===== config.mk =====
export PLATFORM = sky130hd
export DESIGN_NAME = demux_deserializer_flat
export DESIGN_NICKNAME = d
export VERILOG_FILES = /design/src/rtl/demux_deserializer_if.sv /design/src/rtl/demux_deserializer.sv /design/src/flat_wrapper.sv
export SDC_FILE = /design/constraint.sdc
export NUM_CORES = 1
export LEC_CHECK = 0
export ABC_CLOCK_PERIOD_IN_PS = 5100
export CAP_MARGIN = 20
export CORE_MARGIN = 5
export CORE_UTILIZATION = 41
export DETAILED_ROUTE_END_ITERATION = 7
export PLACE_DENSITY_LB_ADDON = 0.3
export SLEW_MARGIN = 0
export SYNTH_ARGS = -nofsm -noshare
export SYNTH_HDL_FRONTEND = slang
export SYNTH_SLANG_ARGS = --single-unit

===== constraint.sdc =====
create_clock -name clk -period 5.1 [get_ports clk]
set_clock_uncertainty 0.05 [all_clocks]
set_input_delay 1.53 -clock clk [delete_from_list [all_inputs] [get_ports clk]]
set_output_delay 1.53 -clock clk [all_outputs]
set_load 0.1 [all_outputs]

===== src/rtl/demux_deserializer_if.sv =====
// demux_deserializer_if: channel input and round-robin output port bundle for the deserializer
interface demux_deserializer_if #(parameter int WIDTH = 8);
  logic in_valid;
  logic [3:0] ch_in;
  logic [1:0] ch_sel;
  logic out_valid;
  logic out_ready;
  logic [WIDTH-1:0] out_data;
  logic [1:0] out_ch;
  logic [3:0] ovf;
  modport master (
    output in_valid, ch_in, ch_sel, out_ready,
    input out_valid, out_data, out_ch, ovf
  );
  modport slave (
    input in_valid, ch_in, ch_sel, out_ready,
    output out_valid, out_data, out_ch, ovf
  );
endinterface


===== src/rtl/demux_deserializer.sv =====
// demux_deserializer: per-channel MSB-first deserializers with held words drained round-robin
module demux_deserializer #(
  parameter int WIDTH = 8
) (
  input logic clk,
  input logic rst,
  demux_deserializer_if.slave bus
);
  localparam int CW = $clog2(WIDTH);
  logic [WIDTH-1:0] sr [4];
  logic [WIDTH-1:0] hold [4];
  logic [CW-1:0] cnt [4];
  logic [3:0] full;
  logic [3:0] ovf;
  logic [1:0] rr;
  logic [1:0] sel;
  logic [1:0] c;
  logic b;
  logic any;
  logic drain;
  logic last;
  logic room;
  logic [WIDTH-1:0] word;
  // round-robin pick: scan from rr+3 down to rr so the nearest full channel wins
  always_comb begin
    sel = rr;
    for (int k = 3; k >= 0; k--) sel = full[rr + 2'(k)] ? rr + 2'(k) : sel;
  end
  assign any = |full;
  assign bus.out_valid = any;
  assign bus.out_ch = any ? sel : 2'd0;
  assign bus.out_data = any ? hold[sel] : '0;
  assign bus.ovf = ovf;
  assign c = bus.ch_sel;
  assign b = bus.ch_in[c];
  assign drain = any & bus.out_ready;
  assign last = cnt[c] == CW'(WIDTH - 1);
  assign room = !full[c] | (drain & (sel == c));
  assign word = {sr[c][WIDTH-2:0], b};
  // drain first so a same-edge refill of the drained channel keeps full set
  always_ff @(posedge clk) begin
    if (rst) begin
      for (int i = 0; i < 4; i++) begin
        sr[i] <= '0;
        hold[i] <= '0;
        cnt[i] <= '0;
      end
      full <= '0;
      ovf <= '0;
      rr <= '0;
    end else begin
      if (drain) begin
        full[sel] <= 1'b0;
        rr <= sel + 2'd1;
      end
      if (bus.in_valid) begin
        sr[c] <= word;
        cnt[c] <= last ? '0 : cnt[c] + 1'b1;
        if (last && room) begin
          hold[c] <= word;
          full[c] <= 1'b1;
        end
        if (last && !room) ovf[c] <= 1'b1;
      end
    end
  end
endmodule


===== src/flat_wrapper.sv =====
// flat-port wrapper written by rule: the top's interface ports become plain ports
module demux_deserializer_flat 
#(
  parameter int WIDTH = 8
)
  (clk, rst, bus_in_valid, bus_ch_in, bus_ch_sel, bus_out_ready, bus_out_valid, bus_out_data, bus_out_ch, bus_ovf);
  demux_deserializer_if #(.WIDTH(WIDTH)) bus_i ();
  input logic clk;
  input logic rst;
  input wire logic [$bits(bus_i.in_valid)-1:0] bus_in_valid;
  input wire logic [$bits(bus_i.ch_in)-1:0] bus_ch_in;
  input wire logic [$bits(bus_i.ch_sel)-1:0] bus_ch_sel;
  input wire logic [$bits(bus_i.out_ready)-1:0] bus_out_ready;
  output wire logic [$bits(bus_i.out_valid)-1:0] bus_out_valid;
  output wire logic [$bits(bus_i.out_data)-1:0] bus_out_data;
  output wire logic [$bits(bus_i.out_ch)-1:0] bus_out_ch;
  output wire logic [$bits(bus_i.ovf)-1:0] bus_ovf;
  assign bus_i.in_valid = bus_in_valid;
  assign bus_i.ch_in = bus_ch_in;
  assign bus_i.ch_sel = bus_ch_sel;
  assign bus_i.out_ready = bus_out_ready;
  assign bus_out_valid = bus_i.out_valid;
  assign bus_out_data = bus_i.out_data;
  assign bus_out_ch = bus_i.out_ch;
  assign bus_ovf = bus_i.ovf;
  demux_deserializer #(.WIDTH(WIDTH)) u_core (.clk(clk), .rst(rst), .bus(bus_i));
endmodule

Yosys cells after proc, flatten, opt, wreduce, memory -nomap -nowiden

Memory sizes are Yosys's and may differ from the RTL's.
Index checks and enable logic that the tools add are counted.

Register bits: 10
Latch bits: 0
Memory bits (writable): 76
Memory bits (read-only): 0
Input port bits: 10
Output and inout bits: 15
Word-level logic and storage cells: 84
Memories: 3

Memories:

| memory      | words | width | read ports | clocked after Yosys merged registers in | write ports | line                     | text |
|---|---|---|---|---|---|---|---|
| u_core.hold | 4     | 8     | 1          | 0                                       | 4           | demux_deserializer.sv:11 | `logic [WIDTH-1:0] hold [4];` |
| u_core.sr   | 4     | 8     | 1          | 0                                       | 4           | demux_deserializer.sv:10 | `logic [WIDTH-1:0] sr [4];` |
| u_core.cnt  | 4     | 3     | 1          | 0                                       | 4           | demux_deserializer.sv:12 | `logic [CW-1:0] cnt [4];` |

Add/sub/neg operators: 5
$mul: 0
Div/mod/pow operators: 0
$lt $le $gt $ge: 8
Equal/unequal tests: 2
Shift operators: 0
Muxes and demuxes: 45
Bitwise logic cells: 7
Reductions and logical operators: 11

Operator list:

| kind                                                               | count |
|---|---|
| two-way mux 8 bit                                                  | 3 |
| two-way mux 1 bit                                                  | 20 |
| less-than comparator 2 x 3 -> 1 bit (second input constant)        | 6 |
| two-way mux 2 bit                                                  | 8 |
| two-way mux 4 bit                                                  | 4 |
| OR reduction 8 bit                                                 | 2 |
| binary-select mux 1 bit (select 2 bit)                             | 6 |
| bitwise OR 4 bit                                                   | 2 |
| two-way mux 3 bit                                                  | 2 |
| adder 2 x 1 -> 2 bit (second input constant)                       | 2 |
| adder 2 bit (second input constant)                                | 2 |
| bitwise AND 4 bit                                                  | 1 |
| demux 1 bit (select 2 bit)                                         | 2 |
| greater-or-equal comparator 2 x 1 -> 1 bit (second input constant) | 2 |
| logical AND 1 bit                                                  | 4 |
| inverter 4 bit                                                     | 1 |
| OR reduction 4 bit                                                 | 1 |
| adder 3 x 1 -> 3 bit (second input constant)                       | 1 |
| equality test 3 bit (second input constant)                        | 1 |
| OR reduction 3 bit                                                 | 1 |
| bitwise AND 1 bit                                                  | 2 |
| equality test 2 bit                                                | 1 |
| zero test 1 bit                                                    | 2 |
| AND reduction 2 bit                                                | 1 |
| bitwise OR 1 bit                                                   | 1 |

Longest topological paths before layout

Word-level depth: 18
Depth in mapped cells: 10

Worst setup path after synthesis

OpenSTA, ideal clock, no wires.

Path type: register to output
Start: register u_core.rr[1]
End: output port bus_out_data[0]
Data arrival time: 3.645 ns
Data required time: 3.520 ns
Setup slack: -0.125 ns
Stages on the path, launching flop included: 8
Path buffers: 2
Cell sequence: dfxtp_1 nor3b_2 o22ai_1 a21oi_4 buf_4 buf_4 a211oi_1 a211oi_1

Longest elaborated chain between the ends: 9
Elaborated cells between the ends (all ways): 17
Classes of those cells: add/sub: 3; mux: 13; memory: 1

RTL lines:

| element                                 | line                     | text |
|---|---|---|
| start: declaration                      | demux_deserializer.sv:15 | `logic [1:0] rr;` |
| start signal: assignment                | demux_deserializer.sv:54 | `rr <= sel + 2'd1;` |
| adder 2 bit                             | demux_deserializer.sv:27 | `for (int k = 3; k >= 0; k--) sel = full[rr + 2'(k)] ? rr + 2'(k) : sel;` |
| binary-select mux 1 bit (select 2 bit)  | demux_deserializer.sv:27 |  |
| two-way mux 1 bit (implied by the code) | demux_deserializer.sv:27 |  |
| two-way mux 2 bit (3 in a row)          | demux_deserializer.sv:27 |  |
| two-way mux 2 bit (*)                   | demux_deserializer.sv:27 |  |
| memory read (4 x 8 bit) (*)             | --                       |  |
| two-way mux 8 bit (*)                   | demux_deserializer.sv:32 | `assign bus.out_data = any ? hold[sel] : '0;` |
| end: declaration                        | flat_wrapper.sv:15       | `output wire logic [$bits(bus_i.out_data)-1:0] bus_out_data;` |

Mark *: on every way between the ends. The rest lies on a longest branch, timed or not. The select of a mux whose other input is x is not followed.

Worst setup path in the final report

Start: register u_core.rr[1]
End: output port bus_out_data[5]

Same word-level chain as after synthesis.

==> flow_summary_export.csv <==
group,metric,value,unit
timing,fmax,239,MHz
worst_hold_path,hold_depth,2,
global_routing,grt_pass1_vias,2685,
yosys,synth_most_common_cell,"edfxtp_1",
finish,num_antenna_cells,0,
run,max_cap_viol_count,0,
route,avgRoutedWirePerCell,17.3,µm
clock_tree,cts_tree,"yes",
timing,timing.final.ws_setup,916,ps
global_routing,grt_first_pass_wirelength,13600,µm
setup_path,cp.arrival,2600,ps
yosys,synth.distinct_cells,40,
yosys,synth_ff_type,"edfxtp_1",
yosys,syn_inst,330,
pwr,internal-power,972,µW
die,initial_utilization,0.425,
finish,area_delta_synth_final,14.4,%
clock_tree,cts-root-buf,"clkbuf_8",
setup_path,cp-startpoint,"u_core.rr[1]",
yosys,netlist_top_cells_count,"edfxtp_1 (72), nor2_1 (34), nor3_1 (31)",
placed_design,io_buffer_count,24,
placed_design,dp_hpwl,5810,µm
placed_design,gp_congestion,0.748,
yosys,ys_async_sr_fraction,0,
yosys,avgSynthCellArea,12.0,µm²
clock_tree,cts_resized,0,
route,num_vias,2593,
die,coreArea,9330,µm²
yosys,yosysWarnings,0,
global_routing,antenna_found_initial,0,
setup_path,reg2reg_depth,7,
clock_tree,postCtsSetupBuffers,0,
clock_tree,ctsHoldBuffers,0,
clock_tree,clk_pin_slew_worst_paths,80,ps
timing,max_slew_margin,0.337,
route,drt-total-wl,8460,µm
clock_tree,cts.sinks,82,
pwr,comb_power_share,0.094,
timing,min_period,4180,ps
pwr,max-vdd-ir-drop,0.219,mV
setup_path,crit_chain,"nor3b_2 -> o22ai_1 -> a21oi_4 -> nor2b_1 -> a211oi_1 -> a211oi_2 -> buf_4",
pwr,swShare,0.245,
finish,drive_above_1_share,0.178,
pwr,cellLeakagePower,0.00159,µW
die,die_h,108,µm
yosys,synth_nets,346,
die,rows,35,
clock_tree,clkLatencyLatePin,350,ps
worst_hold_path,min_to,"u_core.bus.ovf[3]",
global_routing,grt_start_max_net_pins,29,
route,drt_first_iter_violations,114,
die,pin_count,25,
finish,final_nets,371,
placed_design,dp_slack,742,ps
setup_path,timing.rr.start,"u_core.rr[1]",
status,outcome,"finished, final reports clean",
setup_path,path_max_fanout,28,
timing,setup-tns-final,0,ps
worst_hold_path,hold_start,"u_core.bus.ovf[3]",
setup_path,r2r_slack,2040,ps
setup_path,end_kind,"output pin",
global_routing,grt-ovfl-total,0,
setup_path,cp_slowest_cell,"a21oi_4",
worst_hold_path,hp-class,"reg2reg",
yosys,synth_top_area_cell,"edfxtp_1",
pwr,sequentialPowerShare,0.596,
setup_path,slowest_delay,670,ps
yosys,yosys-top-cells-area,"edfxtp_1 (55%), dfxtp_1 (5.1%), mux2i_1 (4.0%)",
route,drc_errors,0,
timing,tightest_slew,991,ps
setup_path,r2r_end,"u_core.hold[1][5]",
route,ant_nets,0,
setup_path,worst-setup-path-type,"reg2out",
die,dieArea,11700,µm²
route,dr.pass1.iters,4,
setup_path,critPathLaunchType,"flip-flop",
die,chipWidth,108,µm
clock_tree,clockBufferDepth,2,
timing,rsz0062_at_grt,"no",
yosys,synth_edf_count,72,
timing,finalMaxSlewViolations,0,
timing,hold_viol_final,0,
yosys,syn-cell-area,3960,µm²
clock_tree,numCtsBuffers,9,
timing,setup_viol,0,
route,drt-vias-per-instance,5.30,
yosys,ys_ff_latch,82,
pwr,power_switching,315,µW
global_routing,grt_usage,0.152,
clock_tree,htreeDepth,3,
pwr,clock_power_share,0.310,
pwr,power_density,284,nW/µm²
timing,min_period_over_period,0.820,
yosys,synth_top_area_frac,0.545,
setup_path,worst-endpoint-required,3520,ps
yosys,synth-seq-area-share,0.596,
-- worst max-delay path: cells and delay by family (launching register included) --
family,cells,cell delay (ps)
AO/OA/AOI/OAI,4,1290
buffers and inverters,1,250
flip-flops,1,420
AND/OR/NAND/NOR,2,290
-- cell usage in the layout (no fill, tap or decap), types with 9 or more instances in the layout --
master and instances:
mux2i_1 16, dfxtp_1 10, edfxtp_1 72, nand2b_1 9
clkbuf_8 9, a211oi_2 9, inv_1 14, buf_4 22
a211oi_1 12, clkdlybuf4s50_1 14, nor2_1 34, nand2_1 19
nor2b_1 10, nor3_1 31
-- power groups by stage --
stage / registers, µW / clock network [µW] / logic (µW)
after global placement: 782 / 0 / 120
after detailed placement: 782 / 0 / 122
after global routing: 769 / 438 / 132
after CTS: 767 / 409 / 122
after floorplan: 778 / 0 / 83.8
final: 767 / 399 / 121
-- layout make-up --
cell class | instances | area [µm²]
Fill cell | 863 | 4790
Sequential cell | 82 | 2360
Multi-Input combinational cell | 211 | 1490
Timing Repair Buffer | 36 | 305
Tap cell | 129 | 161
Clock buffer | 10 | 128
Inverter | 15 | 56.3
Clock inverter | 6 | 33.8
-- worst max-delay path by stage --
stage,to,slack [ps],cells after the start
5_1_grt,bus_out_data[1],680,7
2_1_floorplan,bus_out_ch[0],690,7
3_5_place_dp,u_core.hold[1][1],740,7
4_1_cts,bus_out_data[5],890,6
3_3_place_gp,u_core.hold[1][1],850,7
6_report,bus_out_data[5],920,7
-- sequential cells by signal (all words and copies together) (netlist names) --
| name | count |
|---|---|
| u_core.hold | 32 |
| u_core.cnt | 12 |
| u_core.full | 4 |
| u_core.bus.ovf | 4 |
| u_core.rr | 2 |
| u_core.sr | 28 |
-- through the flow --
step                       util  hold WS, ps  instance area, µm²  power [µW]  std cells
after floorplan               -          461                4000         862        330
after CTS                 0.486          427                4540        1300        489
final                     0.486          430                4540        1290        489
after detailed placement  0.469          412                4370         904        473
after global routing      0.486          444                4540        1340        489
after global placement    0.469          401                4370         901        473
-- kinds of logic after synthesis --
logic type      Yosys count  synth area share
compound gates           49            0.0934
buf+inv                  37            0.0413
simple gates            126             0.157
xor+xnor                  2           0.00442
flops                    82             0.596
fa+ha+maj                 6            0.0189
mux                      28            0.0887
-- metal layers --
layer,global-route usage,share of wire,vias up
met1,0.205,0.47,1263
met3,0.0406,0.046,10
met5,0,0,-
met4,0.0370,0.0093,0
li1,-,-,1266
met2,0.246,0.48,54
Power figures use the tool's default switching activity.
